[config.mk]
export PLATFORM = sky130hd
export DESIGN_NAME = uart_threshold_regs
export DESIGN_NICKNAME = d
export VERILOG_FILES = /design/src/rtl/uart_threshold_regs.sv
export SDC_FILE = /design/constraint.sdc
export NUM_CORES = 1
export LEC_CHECK = 0
export ABC_AREA = 1
export CORE_MARGIN = 5
export CORE_UTILIZATION = 30
export DETAILED_ROUTE_END_ITERATION = 12
export GPL_ROUTABILITY_DRIVEN = 0
export PLACE_DENSITY = 0.55
export SETUP_SLACK_MARGIN = 0.2
export SYNTH_ARGS = -nofsm -noshare
export SYNTH_HDL_FRONTEND = slang
export SYNTH_SLANG_ARGS = --single-unit
export TNS_END_PERCENT = 10
[constraint.sdc]
create_clock -name clk -period 2 [get_ports clk]
set_clock_uncertainty 0.15 [all_clocks]
set_input_delay 0.3 -clock clk [delete_from_list [all_inputs] [get_ports clk]]
set_output_delay 0.3 -clock clk [all_outputs]
set_load 0.03 [all_outputs]
[src/rtl/uart_threshold_regs.sv]
// rtl/uart_threshold_regs.sv - UART-programmable threshold register bank with framed write/read commands
//
// Purpose: parses framed write/read commands from a UART byte engine, updates
// one threshold channel per good write frame and answers with ACK/NAK or
// readback data.
// Ports:
//   clk, rst          - clock, asynchronous active-low reset
//   rx_data/rx_valid  - received byte and its one-cycle valid pulse
//   tx_ready          - transmitter idle
//   tx_data/tx_start  - byte to transmit and its one-cycle request
//   th_flat           - all thresholds, channel k at [k*TH_W +: TH_W]
//   th_update(_ch)    - one-cycle write pulse and the channel written
//   err               - one-cycle protocol error pulse
//   busy              - state is not IDLE
module uart_threshold_regs #(
    parameter int              NUM_CH      = 8,
    parameter int              TH_W        = 16,
    parameter logic [TH_W-1:0] DEFAULT_TH  = '0,
    parameter int              TIMEOUT_CYC = 100000
) (
    input  logic                     clk,
    input  logic                     rst,
    input  logic [7:0]               rx_data,
    input  logic                     rx_valid,
    input  logic                     tx_ready,
    output logic [7:0]               tx_data,
    output logic                     tx_start,
    output logic [NUM_CH*TH_W-1:0]   th_flat,
    output logic                     th_update,
    output logic [7:0]               th_update_ch,
    output logic                     err,
    output logic                     busy
);
    localparam int NB     = TH_W / 8;
    localparam int RESP_W = TH_W + 8;

    typedef enum logic [2:0] {
        S_IDLE, S_CHAN, S_DATA, S_CSUM, S_EXEC, S_TX_LOAD, S_TX_WAIT
    } state_t;

    state_t            r_state;
    logic              r_is_wr;
    logic [7:0]        r_ch;
    logic [7:0]        r_csum;
    logic              r_csum_ok;
    logic [TH_W-1:0]   r_data;
    logic [2:0]        r_byte_cnt;
    logic [31:0]       r_to_cnt;
    logic [RESP_W-1:0] r_resp;      // queued response bytes, next byte at the top
    logic [2:0]        r_resp_cnt;  // bytes still to send, including the top one
    logic              r_tx_hold;   // the one-cycle pause after each tx_start
    logic [TH_W-1:0]   r_th [NUM_CH];
    logic              r_th_update;
    logic [7:0]        r_th_update_ch;
    logic              r_err;

    logic              w_ch_ok;
    logic              w_timeout;
    logic [TH_W-1:0]   w_rd_val;
    logic [7:0]        w_rd_xor;

    assign w_ch_ok   = ({24'd0, r_ch} < 32'(NUM_CH));
    assign w_timeout = (r_to_cnt == 32'(TIMEOUT_CYC - 1));

    // Channel lookup by compare rather than indexing, so an out-of-range
    // index can never alias onto a real channel.
    always_comb begin
        w_rd_val = '0;
        for (int k = 0; k < NUM_CH; k++) begin
            if (r_ch == 8'(k)) w_rd_val = r_th[k];
        end
        w_rd_xor = '0;
        for (int b = 0; b < NB; b++) begin
            w_rd_xor = w_rd_xor ^ w_rd_val[b*8 +: 8];
        end
    end

    always_ff @(posedge clk or negedge rst) begin
        if (!rst) begin
            r_state        <= S_IDLE;
            r_is_wr        <= 1'b0;
            r_ch           <= '0;
            r_csum         <= '0;
            r_csum_ok      <= 1'b0;
            r_data         <= '0;
            r_byte_cnt     <= '0;
            r_to_cnt       <= '0;
            r_resp         <= '0;
            r_resp_cnt     <= '0;
            r_tx_hold      <= 1'b0;
            r_th_update    <= 1'b0;
            r_th_update_ch <= '0;
            r_err          <= 1'b0;
            for (int k = 0; k < NUM_CH; k++) r_th[k] <= DEFAULT_TH;
        end else begin
            r_err       <= 1'b0;
            r_th_update <= 1'b0;
            case (r_state)
                S_IDLE: begin
                    r_to_cnt <= '0;
                    if (rx_valid) begin
                        if (rx_data == 8'h57 || rx_data == 8'h52) begin
                            r_is_wr    <= (rx_data == 8'h57);
                            r_csum     <= rx_data;
                            r_byte_cnt <= '0;
                            r_data     <= '0;
                            r_state    <= S_CHAN;
                        end else begin
                            r_err <= 1'b1;
                        end
                    end
                end
                S_CHAN, S_DATA, S_CSUM: begin
                    if (rx_valid) begin
                        r_to_cnt <= '0;
                        r_csum   <= r_csum ^ rx_data;
                        case (r_state)
                            S_CHAN: begin
                                r_ch    <= rx_data;
                                r_state <= r_is_wr ? S_DATA : S_CSUM;
                            end
                            S_DATA: begin
                                r_data     <= (r_data << 8) | TH_W'(rx_data);
                                r_byte_cnt <= r_byte_cnt + 3'd1;
                                if (r_byte_cnt == 3'(NB - 1)) r_state <= S_CSUM;
                            end
                            default: begin
                                r_csum_ok <= (rx_data == r_csum);
                                r_state   <= S_EXEC;
                            end
                        endcase
                    end else if (w_timeout) begin
                        r_err    <= 1'b1;
                        r_to_cnt <= '0;
                        r_state  <= S_IDLE;
                    end else begin
                        r_to_cnt <= r_to_cnt + 32'd1;
                    end
                end
                S_EXEC: begin
                    if (rx_valid) r_err <= 1'b1;
                    if (r_csum_ok && w_ch_ok) begin
                        if (r_is_wr) begin
                            for (int k = 0; k < NUM_CH; k++) begin
                                if (r_ch == 8'(k)) r_th[k] <= r_data;
                            end
                            r_th_update    <= 1'b1;
                            r_th_update_ch <= r_ch;
                            r_resp         <= {8'h06, {(RESP_W-8){1'b0}}};
                            r_resp_cnt     <= 3'd1;
                        end else begin
                            r_resp     <= {w_rd_val, w_rd_xor};
                            r_resp_cnt <= 3'(NB + 1);
                        end
                    end else begin
                        r_resp     <= {8'h15, {(RESP_W-8){1'b0}}};
                        r_resp_cnt <= 3'd1;
                    end
                    r_state <= S_TX_LOAD;
                end
                S_TX_LOAD: begin
                    if (rx_valid) r_err <= 1'b1;
                    if (tx_ready) begin
                        r_tx_hold <= 1'b1;
                        r_state   <= S_TX_WAIT;
                    end
                end
                S_TX_WAIT: begin
                    if (rx_valid) r_err <= 1'b1;
                    // The pause gives the transmitter a cycle to drop tx_ready.
                    if (r_tx_hold) begin
                        r_tx_hold <= 1'b0;
                    end else if (tx_ready) begin
                        if (r_resp_cnt > 3'd1) begin
                            r_resp     <= r_resp << 8;
                            r_resp_cnt <= r_resp_cnt - 3'd1;
                            r_state    <= S_TX_LOAD;
                        end else begin
                            r_resp_cnt <= '0;
                            r_state    <= S_IDLE;
                        end
                    end
                end
                default: r_state <= S_IDLE;
            endcase
        end
    end

    // tx_start follows tx_ready in TX_LOAD so the first response byte can
    // start in the same cycle the written value appears.
    assign tx_start     = (r_state == S_TX_LOAD) && tx_ready;
    assign tx_data      = r_resp[RESP_W-1 -: 8];
    assign th_update    = r_th_update;
    assign th_update_ch = r_th_update_ch;
    assign err          = r_err;
    assign busy         = (r_state != S_IDLE);

    genvar g;
    generate
        for (g = 0; g < NUM_CH; g++) begin : g_flat
            assign th_flat[g*TH_W +: TH_W] = r_th[g];
        end
    endgenerate
endmodule

## Word level (Yosys, flattened, before mapping)

Cells that the tools add are included.

| storage, ports and cells | value |
|---|---|
| flip-flop bits (word level) | 238 |
| latch bits | 0 |
| RAM bits | 0 |
| bits in read-only memories | 0 |
| bits of input ports | 12 |
| output and inout bits | 148 |
| logic and storage cells | 149 |
| memories kept | 0 |

| cells by class | value |
|---|---|
| add/sub/neg operators | 3 |
| multipliers | 0 |
| divide/modulo/power cells | 0 |
| $lt $le $gt $ge | 2 |
| equality and inequality tests | 28 |
| shift operators | 0 |
| mux-type cells | 60 |
| bitwise gates (word level) | 4 |
| reductions and logical operators | 30 |

Operators by type and width:

| kind | number |
|---|---|
| 16-bit 2-to-1 mux | 12 |
| 24-bit 2-to-1 mux | 5 |
| 32-bit 2-to-1 mux | 2 |
| 32-bit case mux with 2 select lines | 1 |
| 3-bit 2-to-1 mux | 17 |
| 24-bit case mux with 2 select lines | 1 |
| 4-bit AND reduction | 10 |
| 32-bit by 1-bit adder with 32-bit output, second input constant | 1 |
| 32-bit by 17-bit == test with 1-bit output, second input constant | 1 |
| 8-bit by 3-bit == test with 1-bit output, second input constant | 4 |
| 16-bit case mux with 2 select lines | 1 |
| 8-bit 2-to-1 mux | 3 |
| 3-bit case mux with 2 select lines | 3 |
| 8-bit by 2-bit == test with 1-bit output, second input constant | 2 |
| 8-bit by 7-bit == test with 1-bit output, second input constant | 2 |
| 2-bit inequality test, second input constant | 8 |
| 16-bit by 8-bit bitwise OR with 16-bit output | 1 |
| 8-bit case mux with 2 select lines | 1 |
| 8-bit XOR | 2 |
| 3-bit case mux with 5 select lines | 1 |
| 3-bit AND reduction | 5 |
| 1-bit 2-to-1 mux | 10 |
| 3-bit == test, second input constant | 3 |
| 8-bit by 1-bit == test with 1-bit output, second input constant | 1 |
| 24 further kinds | 30 |

## Logic depth before layout (Yosys ltp)

Gate-level depths: netlist (run 1).

| depth | value |
|---|---|
| word-level depth | 13 |
| depth in mapped cells | 14 |
| mapped depth without buffers | 14 |

## Worst setup path after synthesis (run 1)

OpenSTA, ideal clock, no wires.

| timing | value |
|---|---|
| kind | reg-to-reg |
| start | register r_state[0] |
| end | register r_th (netlist bit th_flat[55]) |
| setup time | 132 ps |
| data arrival time | 1653 ps |
| required time | 1718 ps |
| slack | 65 ps |
| stages on the path, launching flop included | 12 |
| buffers on the path | 3 |
| clock period less this slack | 1935 ps |
| cells stage by stage | dfrtp_1 > buf_2 > nor2_2 > inv_2 > nor2_2 > inv_2 > nor3_4 > buf_6 > nand2_2 > clkbuf_1 > nand2_1 > o21ai_0 |

| between the ends | value |
|---|---|
| cells in the longest elaborated chain, start to end | 2 |

RTL lines:

| what | line | text |
|---|---|---|
| from (decl) | 41 | `state_t r_state;` |
| from (signal assigned) | 120 | `r_state <= r_is_wr ? S_DATA : S_CSUM;` |
| 3-bit == test | 98 | `case (r_state)` |
| 4-bit AND reduction (no source line) | -- |  |
| to (signal, indexed assignment) | 145 | `if (r_ch == 8'(k)) r_th[k] <= r_data;` |
| to (decl) | 52 | `logic [TH_W-1:0] r_th [NUM_CH];` |

Every way passes these cells.
A chain may end at the register's enable or synchronous reset.

## Worst setup path in the final report (run 1)

| timing | value |
|---|---|
| start | register r_ch[2] |
| end | register r_resp[3] |

| between the ends | value |
|---|---|
| cells in the longest elaborated chain, start to end | 13 |
| elaborated cells between the ends (all ways) | 22 |
| classes of those cells | 1 x order compare; 7 x eq/ne; 11 x mux; 1 x bitwise; 2 x reduce/logical |

RTL lines:

| what | line | text |
|---|---|---|
| from (decl) | 43 | `logic [7:0] r_ch;` |
| from (signal assigned) | 119 | `r_ch <= rx_data;` |
| 8-bit logical NOT | 70 | `if (r_ch == 8'(k)) w_rd_val = r_th[k];` |
| 16-bit 2-to-1 mux (8 in a row) | 70 |  |
| 8-bit XOR | 74 | `w_rd_xor = w_rd_xor ^ w_rd_val[b*8 +: 8];` |
| 24-bit 2-to-1 mux | 143 | `if (r_is_wr) begin` |
| 24-bit 2-to-1 mux (*) | 142 | `if (r_csum_ok && w_ch_ok) begin` |
| 24-bit case mux with 2 select lines (*) | 98 |  |
| to (signal assigned) | 149 | `r_resp <= {8'h06, {(RESP_W-8){1'b0}}};` |
| to (signal assigned) | 152 | `r_resp <= {w_rd_val, w_rd_xor};` |
| to (signal assigned) | 156 | `r_resp <= {8'h15, {(RESP_W-8){1'b0}}};` |
| to (decl) | 49 | `logic [RESP_W-1:0] r_resp;` |

Mark *: on every way between the ends. The rest lies on a longest branch, timed or not.

==> results.txt, run 1 <==
----------------------------------------------------
[Run status]
  Result of the run ... finished with violations
  Failing checks ... setup timing

[Routing]
  Routed via count divided by cell count ... 4.847
  Initial DRC count ... 900
  Antenna Nets Post-Route ... 0
  Routed length per placed instance ... 17.69 um
  DRC Markers ... 0
  Routed WL ... 39,650 um
  Detailed-router iteration count before antenna repair ... 5
  Routed vias ... 10,862

[Setup path]
  Worst Setup Start Kind ... flop
  CP Capture Type ... flop
  Cell mode on critical path ... nand2_1
  Max Fanout on Critical Path ... 17
  Data arrival, critical path ... 2.31 ns
  CP Data Required Time ... 2.28 ns
  Crit path max-delay cell type ... dfrtp_1
  Critical setup path kind ... reg -> reg
  Worst path max stage delay ... 0.40 ns
  Cell breakdown of the critical path ... buf_4, nor2_4, nand2_1, nor2_2, buf_12, nand2_1, nand3_1, nor2_2, nand4_1, nand3_1, nand2_1, nand2_1

[Synthesis]
  Fraction of registers with async set/reset ... 100.0%
  Net count of the mapped netlist ... 1,448
  Count of state elements after synthesis ... 238
  Top-count cell post-synth ... nand2_1
  Warning count from the yosys run ... 0
  Top cell type by total area after synthesis ... dfrtp_1
  Cell area after synthesis ... 0.01138 mm2
  Number of distinct library cells after synthesis ... 39
  Number of flops mapped to enable cells by yosys ... 0
  Mean area per synthesized cell ... 7.950 um2
  Proportion of netlist area held by the largest area contributor ... 52.35%
  Number of cells produced by synthesis ... 1,431
  Top FF cell, synth ... dfrtp_1
  Sequential fraction of the synthesis area ... 52.35%
  Most common library cells after synthesis ... nand2_1, dfrtp_1, o21ai_0
  Largest cells by area after synthesis ... dfrtp_1, nand2_1, o21ai_0, inv_1, nor2_1

[Final layout]
  Final layout net count ... 1,730
  ANT cells ... 0
  Fill cell total of the finished layout ... 3,710
  Synth-to-Final Area Change ... 44.06%
  Proportion of layout cells with a drive suffix above 1 ... 31.91%

[GRT]
  Global Route Usage Sum ... 18.19%
  Global route overflow ... 0
  Number of global-route vias before repair ... 10,446
  Antenna violations before repair ... 0
  First-pass GRT wire length ... 60,460 um
  Largest net degree at the start of global routing ... 47

[STA]
  Final critical path time including I/O delays and setup ... 2.031 ns
  Total negative slack ... -0.06277 ns
  Least setup slack across all paths after layout ... -0.03118 ns
  Number of max-slew violations in the final report ... 0
  Headroom to the max-slew limit ... 58.05%
  Timing-limited maximum frequency ... 492.3 MHz
  RSZ-0062 raised after global routing ... true
  Number of endpoints with negative hold slack in the final report ... 0
  Hold slack final ... 0.05623 ns
  Final setup violation count ... 4
  Slew @ Worst Pin ... 0.6286 ns
  Final critical-path share of the clock period ... 101.6%

[Floorplan]
  Effective utilization at floorplan ... 30.28%
  Die area ... 0.04192 mm2
  Area of the core ... 0.03758 mm2
  Horizontal die dimension ... 204.7 um
  Die Height ... 204.7 um
  I/O pins ... 160
  Row count ... 71

[Flow run]
  Max_cap viols ... 0

[Clocking]
  Clk Tree Root Cell ... clkbuf_16
  Clk_lat worst skew ... 0.58 ns
  Inserted Clock Buffers ... 26
  Maximum buffer depth of the clock tree ... 3
  H-tree levels ... 1
  CTS tree ... yes
  Clock transition at the register clock pins on the worst setup and hold paths after CTS ... 0.06 ns
  Clock Sinks ... 238

[Placement]
  Placed wire-length estimate after detailed placement ... 28,760 um
  Number of port buffers ... 159
  Setup slack at placement ... -0.1169 ns

[Power]
  Static Leakage ... 0.007515 uW
  Worst ir drop on vdd ... 0.6866 mV
  Pwr Density ... 930.2 mW/mm2

[Worst hold path]
  Worst hold path class ... in -> async

----------------------------------------------------
routing by layer:
metal  GRT usage, %  share of wire [%]
met1          25.16                 44
met2          29.69                 47
met3          3.404                6.9
met4          4.427                2.2
met5              0                  0
state kept, by name, summed over array words and instances (netlist names), 3 cells and up:
| register | count |
|---|---|
| r_ch | 8 |
| r_resp_cnt | 3 |
| r_data | 16 |
| r_resp | 24 |
| th_flat | 128 |
| th_update_ch | 8 |
| r_byte_cnt | 3 |
| r_state | 3 |
| r_csum | 8 |
| r_to_cnt | 32 |
area by class of cell:
type / instances / area, um2 / area share, %
flip-flops and latches: 238 / 5966 / 36.40
multi-input cells: 987 / 5424 / 33.09
repair buffers: 308 / 2897 / 17.67
clock buffers: 38 / 725.7 / 4.428
well taps: 511 / 639.4 / 3.901
inverters: 152 / 600.6 / 3.664
clock inverters: 7 / 137.6 / 0.8398
repair_timing:
| action | CTS | global route |
|---|---|---|
| cloned | 0 | 3 |
| gates resized for setup | 644 | 192 |
| setup endpoints to repair | 336 | 255 |
| endpoints found under the hold margin | 238 | 0 |
| pin swaps | 64 | 61 |
| hold buffers | 1 | 0 |
| buffers inserted | 12 | 24 |
worst max-delay path: cells and delay by family (launching register included):
kind                   cells  cell delay [ns]
buffers and inverters      2             0.33
flip-flops                 1             0.40
AND/OR/NAND/NOR           10             1.03
logic make-up after synthesis:
family	count (synthesis)	share of synthesized area (%)
fa+ha+maj	5	0.5499
simple gates	717	26.94
mux	1	0.08798
xor+xnor	20	1.540
compound gates	242	11.13
flops	238	52.35
buf+inv	208	7.401
metrics by stage:
step           util (%)  std cells  power [uW]  area [um2]
2_1_floorplan         -       1431        7676       11500
3_3_place_gp      38.51       2156        9389       14470
3_5_place_dp      38.51       2156        9447       14470
4_1_cts           42.44       2214       14970       15950
5_1_grt           43.62       2241       16010       16390
6_report          43.62       2241       15250       16390
power breakdown:
part           internal, uW  leakage [uW]  switching (uW)
combinational          1750       0.00385            2880
sequential             5310       0.00325             350
clock                  2900      0.000414            2050
total                  9970       0.00752            5280
final timing paths:
path,start,to,slack (ns),cells after the start
max in group asynchronous,rst,r_csum[3],1.05,3
setup / recovery,r_ch[2],r_resp[3],-0.03,12
hold / removal,rst,th_update_ch[2],0.06,2
hold reg to reg,r_resp[18],r_resp[18],0.33,2
min in group clk,rx_data[0],r_is_wr,0.29,3
setup reg to reg,r_ch[2],r_resp[3],-0.03,12
layout by cell type, fill, tap and decap left out, types with 10 or more instances in the layout:
cell type        instances
a21oi_1                 26
buf_2                   48
inv_1                  128
nor2_1                  90
dfrtp_1                230
o21ai_1                 55
nor3_2                  12
o21ai_2                 13
nand2_1                342
nor2_4                  21
nand2_2                 47
clkbuf_16               27
nand2_4                 15
o211ai_1                10
nand3_1                 59
nand4_1                 48
nor2_2                  32
buf_6                   13
o21ai_0                117
xnor2_1                 11
nand3_2                 18
buf_12                  21
buf_4                  109
clkdlybuf4s50_1         10
inv_2                   14
clkdlybuf4s15_2         79
Note: power is estimated with default switching activity, not from simulation.
==> run 2, diff against run 1 <==
--- a/config.mk
+++ b/config.mk
@@ -8,6 +8,7 @@
 export ABC_AREA = 1
 export CORE_MARGIN = 5
 export CORE_UTILIZATION = 30
+export CTS_CLUSTER_SIZE = 10
 export DETAILED_ROUTE_END_ITERATION = 12
 export GPL_ROUTABILITY_DRIVEN = 0
 export PLACE_DENSITY = 0.55
==> constraint.sdc (replaced) <==
create_clock -name clk -period 2 [get_ports clk]
set_clock_uncertainty 0.15 [all_clocks]
set_input_delay 0.2 -clock clk [delete_from_list [all_inputs] [get_ports clk]]
set_output_delay 0.2 -clock clk [all_outputs]
set_load 0.03 [all_outputs]
==> results.txt, run 2 (synthesized netlist as in run 1, its figures left out) <==
----------------------------------------------------
[Run status]
  Result of the run ... finished with violations (unchanged)
  Failing checks ... setup timing (unchanged)

[Power]
  Worst ir drop on vdd ... 0.7131 mV (was 0.6866 mV)
  Pwr Density ... 915.5 mW/mm2 (was 930.2 mW/mm2)
  Total power consumption of the routed design ... 15,200 uW (was 15,250 uW)
  Static Leakage ... 0.007914 uW (was 0.007515 uW)

[Clocking]
  Clock transition at the register clock pins on the worst setup and hold paths after CTS ... 0.06 ns (about the same)
  Clock Sinks ... 238 (unchanged)
  Clk_lat worst skew ... 0.56 ns (was 0.58 ns)
  H-tree levels ... 1 (unchanged)
  Maximum buffer depth of the clock tree ... 3 (unchanged)
  Inserted Clock Buffers ... 29 (was 26)
  CTS tree ... yes (unchanged)
  Clk Tree Root Cell ... clkbuf_16 (unchanged)

[Setup path]
  Crit path max-delay cell type ... dfrtp_1 (unchanged)
  Data arrival, critical path ... 2.31 ns (about the same)
  CP Data Required Time ... 2.30 ns (was 2.28 ns)
  Worst Setup Start Kind ... flop (unchanged)
  Max Fanout on Critical Path ... 5 (was 17)
  CP Capture Type ... flop (unchanged)
  Setup slack, reg-to-reg ... -0.008 ns (was -0.03 ns)
  Cell breakdown of the critical path ... nor2_4, nand2_4, buf_6, nor2_4, inv_2, nor2_1, nor3_2, nand4_1, nand2_1, nand3_1, nand2_1 (was buf_4, nor2_4, nand2_1, nor2_2, buf_12, nand2_1, nand3_1, nor2_2, nand4_1, nand3_1, nand2_1, nand2_1)
  Critical setup path kind ... reg -> reg (unchanged)
  Worst path max stage delay ... 0.40 ns (about the same)

[Routing]
  Antenna Nets Post-Route ... 0 (unchanged)
  Routed via count divided by cell count ... 4.868 (was 4.847)
  Detailed-router iteration count before antenna repair ... 5 (unchanged)
  Initial DRC count ... 766 (was 900)
  Routed vias ... 10,899 (was 10,862)
  DRC Markers ... 0 (unchanged)
  Routed WL ... 40,040 um (was 39,650 um)
  Routed length per placed instance ... 17.88 um (was 17.69 um)

[Final layout]
  Commonest non-fill, non-tap cell in the layout ... nand2_1 (unchanged)
  Seq. cell area ... 0.005966 mm2 (unchanged)
  Flip-flop count of the largest register, all copies and words added ... 128 (unchanged)
  Commonest cells after routing, fill and taps aside ... nand2_1, dfrtp_1, inv_1, dlygate4sd2_1, o21ai_1 (was nand2_1, dfrtp_1, inv_1, o21ai_0, buf_4)
  Fill cell total of the finished layout ... 3,700 (was 3,710)
  ANT cells ... 0 (unchanged)
  Final layout net count ... 1,734 (was 1,730)
  Synth-to-Final Area Change ... 45.94% (was 44.06%)
  Proportion of layout cells with a drive suffix above 1 ... 27.66% (was 31.91%)
  Area of combinational cells with multiple inputs ... 0.005569 mm2 (was 0.005424 mm2)

[STA]
  Slew @ Worst Pin ... 0.5632 ns (was 0.6286 ns)
  Hold slack final ... 0.1614 ns (was 0.05623 ns)
  Final critical path time including I/O delays and setup ... 2.008 ns (was 2.031 ns)
  RSZ-0062 raised after global routing ... true (unchanged)
  Headroom to the max-slew limit ... 62.41% (was 58.05%)
  Final critical-path share of the clock period ... 100.4% (was 101.6%)
  Least setup slack across all paths after layout ... -0.008099 ns (was -0.03118 ns)
  Timing-limited maximum frequency ... 498.0 MHz (was 492.3 MHz)
  Number of endpoints with negative hold slack in the final report ... 0 (unchanged)
  Final setup violation count ... 2 (was 4)
  Number of max-slew violations in the final report ... 0 (unchanged)

[GRT]
  Global route overflow ... 0 (unchanged)
  Largest net degree at the start of global routing ... 72 (was 47)
  Antenna violations before repair ... 0 (unchanged)
  Number of global-route vias before repair ... 10,810 (was 10,446)
  First-pass GRT wire length ... 62,350 um (was 60,460 um)
  Global Route Usage Sum ... 18.78% (was 18.19%)

[Floorplan]
  Row count ... 71 (unchanged)
  Horizontal die dimension ... 204.7 um (unchanged)
  Area of the core ... 0.03758 mm2 (unchanged)
  Die area ... 0.04192 mm2 (unchanged)
  I/O pins ... 160 (unchanged)
  Die Height ... 204.7 um (unchanged)
  Effective utilization at floorplan ... 30.28% (unchanged)

[Placement]
  Placed wire-length estimate after detailed placement ... 29,150 um (was 28,760 um)
  Number of port buffers ... 159 (unchanged)
  Setup slack at placement ... -0.2292 ns (was -0.1169 ns)

[Worst hold path]
  Worst hold path class ... in -> reg (was in -> async)

[Flow run]
  Max_cap viols ... 0 (unchanged)

----------------------------------------------------
run 2: per-layer routing:
metal	routed length (um)	vias up	track usage, %
met5	0	-	0
met4	952	0	4.618
met3	2442	59	3.324
met2	18630	321	30.48
met1	18020	5278	26.22
li1	-	5241	-
run 2: cell type report:
class	count	area share [%]
clock buffer	39	4.778
clock inverter	3	0.1356
inverter	152	3.745
multi-input combinational	986	33.54
sequential	238	35.93
tap	511	3.851
timing repair buffer	310	18.02
run 2: worst paths after layout:
kind                                      to  cells past startpoint  startpoint
worst max-delay path               r_resp[2]                     11     r_ch[6]
worst min-delay path                 r_is_wr                      3  rx_data[0]
worst max register to register     r_resp[2]                     11     r_ch[6]
worst min register to register    r_resp[16]                      2  r_resp[16]
min in group asynchronous        th_flat[68]                      3         rst
max in group asynchronous       th_flat[123]                      4         rst
run 2: per-stage QoR:
step                cells  TNS (ns)  utilization, %  area (um2)
floorplan            1431         0               -       11500
global placement     2153    -2.547           38.38       14420
detailed placement   2153    -4.715           38.38       14420
CTS                  2218   -0.1273           42.72       16050
global route         2239    -10.98           44.18       16600
finish               2239  -0.01144           44.18       16600
run 2: power by group:
part,internal (uW),switching (uW)
sequential,5320,344
combinational,1820,3000
clock,2720,2010
run 2: repair_timing:
action,CTS,global route
resized for setup,486,138
hold endpoints to repair,238,0
hold buffers,2,0
endpoints found under the setup margin,335,266
cloned,1,2
buffers inserted,20,19
pin swaps,115,73
run 2: critical path: cells and delay by family, from the launching register on:
family / cells / cell delay, ns
buf+inv: 2 / 0.25
simple gates: 9 / 1.09
flops: 1 / 0.40
==> edit 1: new RTL, settings of run 2 <==
Reset style: synchronous (`rst`), changed in one clocked block. Comments in the files are not updated.
--- a/src/rtl/uart_threshold_regs.sv
+++ b/src/rtl/uart_threshold_regs.sv
@@ -77,3 +77,3 @@
 
-    always_ff @(posedge clk or negedge rst) begin
+    always_ff @(posedge clk) begin
         if (!rst) begin
Check against the original RTL: differs if rst is asserted again (counterexample within 4 cycles, from zero or initial values and one cycle with rst low); with rst held inactive, the same outputs for 4 cycles.
==> edit 1 against run 2 <==
The flow still finishes with violations (negative setup slack); final area down 1.2%; total power up 2.7%; area after synthesis down 3.9%; worst setup slack worse by 45 ps; die area down 3.7%; routed wire length down 3.7%; cell count down 5.8%; non-clock buffer count up 34; sequential cell count unchanged; combinational power up 6.4%; synthesized cell count down 9.6%.
==> edit 1: results (changes against run 2) <==
stage	metric	value	unit	change
status	violations	negative setup slack		unchanged
pwr	leakagePower	6.92	nW	was 7.91 nW
synthesis	netlist_top_cells_count	nand2_1, nor2_1, edfxtp_1		was nand2_1, dfrtp_1, o21ai_0
synthesis	synth_fp_nets	1311		was 1448
sta	setup_slack	-53.2	ps	was -8.10 ps
setup_path	cp_top_family	buffers and inverters		was simple AND/OR/NAND/NOR gates
grt	grt_usage	18.0	%	was 18.8%
route	wl_per_cell	18.3	um	was 17.9 um
route	route.met2.wl	18500	um	was 18600 um
setup_path	cp_slowest_cell	dfxtp_2		was dfrtp_1
synthesis	netlist_top_cells_area	edfxtp_1, dfxtp_1, nand2_1, nor2_1, inv_1		was dfrtp_1, nand2_1, o21ai_0, inv_1, nor2_1
sta	setup_viol	48		was 2
setup_path	slowest_delay	330	ps	was 400 ps
finish	layout-drive-gt1-share	30.4	%	was 27.7%
pwr	irDropWorstVdd	664	uV	was 713 uV
worst_hold_path	hold_start	rx_data[6]		was rx_data[0]
route	met3WireLength	2250	um	was 2440 um
status	status	complete, but fails checks		unchanged
route	wirelength_met1	16200	um	was 18000 um
synthesis	yosys.cell_types.count	48		was 39
sta	tightest_slew	637	ps	was 563 ps
synthesis	ys_seq_area_share	55.3	%	was 52.3%
grt	grt_pass1_vias	10100		was 10800
setup_path	required	2110	ps	was 2300 ps
place	dp_hpwl	28200	um	was 29100 um
grt	grt_pass1_wl	57800	um	was 62300 um
route	route.detailed.vias_per_inst	4.85		was 4.87
place	placed_area	14200	um2	was 14400 um2
setup_path	path_max_fanout	16		was 5
setup_path	endpoint	r_th[1][51]$_DFFE_PP_		was r_resp[2]$_DFFE_PN0P_
finish	fin_nets	1636		was 1734
==> edit 1: cell count changes after synthesis, sizes merged, moves of 10 or more <==
cell	before	now
buf	24	36
a31oi	3	16
o21ai	187	57
dfrtp	238	0
inv	149	138
dfxtp	0	110
clkbuf	32	17
edfxtp	0	128
nor2	143	240
nand4	48	38
nand2	404	284
a21oi	30	54
==> edit 1: worst min-delay path: stages <==
cell	delay [ps]
clkdlybuf4s50_1	430
inv_1	80
buf_4	120
a21oi_1	50
==> edit 1: repair_timing <==
action,in CTS,in global routing
resized for setup,316,169
setup buffers,20,20
hold buffers,1,0
hold endpoints to repair,8,0
gates cloned,3,3
endpoints found under the setup margin,433,317
pin swaps,68,78
==> edit 1: final cells by class <==
type	instances	area, um2	area share (%)
clock buffer	50	845	5.15
clock inverter	3	30.0	0.183
inverter	139	562	3.43
multi-input combinational	867	5150	31.4
sequential	238	6090	37.2
tap	468	586	3.57
timing repair buffer	344	3130	19.1
==> edit 1: where the power goes <==
group	switching (mW)	leakage, nW	internal [mW]	total, mW
Combinational	3.01	4.27	2.12	5.13
Sequential	0.216	2.23	5.40	5.62
Clock	2.01	0.424	2.85	4.86
Total	5.23	6.92	10.4	15.6
==> edit 1: kinds of logic after synthesis <==
family          synth area share (%)
compound gates                  7.85
xor+xnor                        1.76
simple gates                    27.2
buf+inv                         7.29
flops                           55.3
fa+ha+maj                      0.572
==> edit 1: metrics by stage <==
stage | TNS [ps] | instances | setup WS [ps]
after floorplan | 0 | 1294 | 46.9
after global placement | -19020 | 2009 | -258
after detailed placement | -20650 | 2009 | -295
after CTS | -1030 | 2086 | -76.9
after global routing | -9840 | 2109 | -171
final | -1430 | 2109 | -53.2
==> edit 2: new RTL, settings of run 2 <==
Without the edit above. Set the parameter `TH_W` to 32 (it was 16).
--- a/src/rtl/uart_threshold_regs.sv
+++ b/src/rtl/uart_threshold_regs.sv
@@ -16,3 +16,3 @@
     parameter int              NUM_CH      = 8,
-    parameter int              TH_W        = 16,
+    parameter int              TH_W        = 32,
     parameter logic [TH_W-1:0] DEFAULT_TH  = '0,
Interface: changed (resized th_flat); port bits go from 160 to 288. The function was not compared with the original's and may differ.
==> edit 2 against run 2 <==
The flow still finishes with violations (negative setup slack); sequential share of layout area grew 0.63 points; total power is 51% higher; final area grew 64%; sequential cell count increased by 160; worst setup slack lost 500 ps; fmax shrank 20%; area after synthesis increased by 62%; routed wire length grew 97%; largest cell class unchanged.
==> edit 2: results (changes against run 2) <==
stage	metric	value	unit	change
setup_path	r2r_end	r_resp[7]$_DFFE_PN0P_		was r_resp[2]$_DFFE_PN0P_
grt	grtUsageMet3	4.82	%	was 3.32%
finish	layout-drive-gt1-share	20.6	%	was 27.7%
synthesis	synth_fp_nets	2278		was 1448
status	status	complete, but fails checks		unchanged
finish	clkCellAreaFrac	5.00	%	was 4.91%
worst_hold_path	hold_path_class	in -> async		was in -> reg
grt	grt_pass1_wl	112000	um	was 62300 um
route	first_pass_iters	7		was 5
place	dp_hpwl	56000	um	was 29100 um
setup_path	path_max_fanout	7		was 5
grt	met2_usage	34.6	%	was 30.5%
place	io_buffer_count	287		was 159
clocking	clkLatencyLatePin	610	ps	was 560 ps
synthesis	yosys.cell_types.count	46		was 39
synthesis	netlist_top_cells_count	nand2_1, dfrtp_1, o21ai_0		unchanged
status	violations	negative setup slack		unchanged
finish	n_antenna_cell	2		was 0
route	wl_per_cell	21.6	um	was 17.9 um
sta	setup_slack	-508	ps	was -8.10 ps
finish	multi_input_area_share	28.9	%	was 33.5%
route	drt_iter0_markers	1965		was 766
setup_path	startpoint	r_ch[7]$_DFFE_PN0P_		was r_ch[6]$_DFFE_PN0P_
finish	buffers	624		was 310
die	core	61400	um2	was 37600 um2
route	met3WireLength	6910	um	was 2440 um
pwr	leakagePower	12.2	nW	was 7.91 nW
finish	inv_count	201		was 152
sta	setup_viol	592		was 2
clocking	htree_levels	2		was 1
synthesis	synth_seq_cells	398		was 238
finish	buf_share	23.1	%	was 18.0%
finish	fin_nets	2845		was 1734
finish	nClkBuffers	60		was 39
finish	fillerInstances	5869		was 3700
sta	setup-tns-final	-95360	ps	was -11.4 ps
[edit 2: where the power goes]
group,switching [mW],total [mW],internal [mW]
registers,0.282,8.77,8.49
logic,3.73,6.14,2.42
clock network,3.47,8.00,4.53
[edit 2: stage by stage]
stage / util, % / hold slack, ps / instances / setup WS (ps) / power [mW]
after CTS: 42.8 / 74.8 / 3596 / -419 / 22.6
final: 44.4 / 91.6 / 3636 / -508 / 22.9
after global routing: 44.4 / 135 / 3634 / -563 / 23.8
after detailed placement: 39.7 / -55.6 / 3500 / -730 / 14.1
after global placement: 39.7 / -60.0 / 3500 / -674 / 14.0
after floorplan: - / -246 / 2261 / 45.4 / 11.6
[edit 2: cell families after synthesis]
| group | synth area share, % |
|---|---|
| XOR/XNOR | 1.04 |
| AO/OA/AOI/OAI | 12.0 |
| adder cells (fa/ha/maj) | 0.339 |
| flip-flops | 54.0 |
| buffers and inverters | 6.85 |
| AND/OR/NAND/NOR | 25.8 |
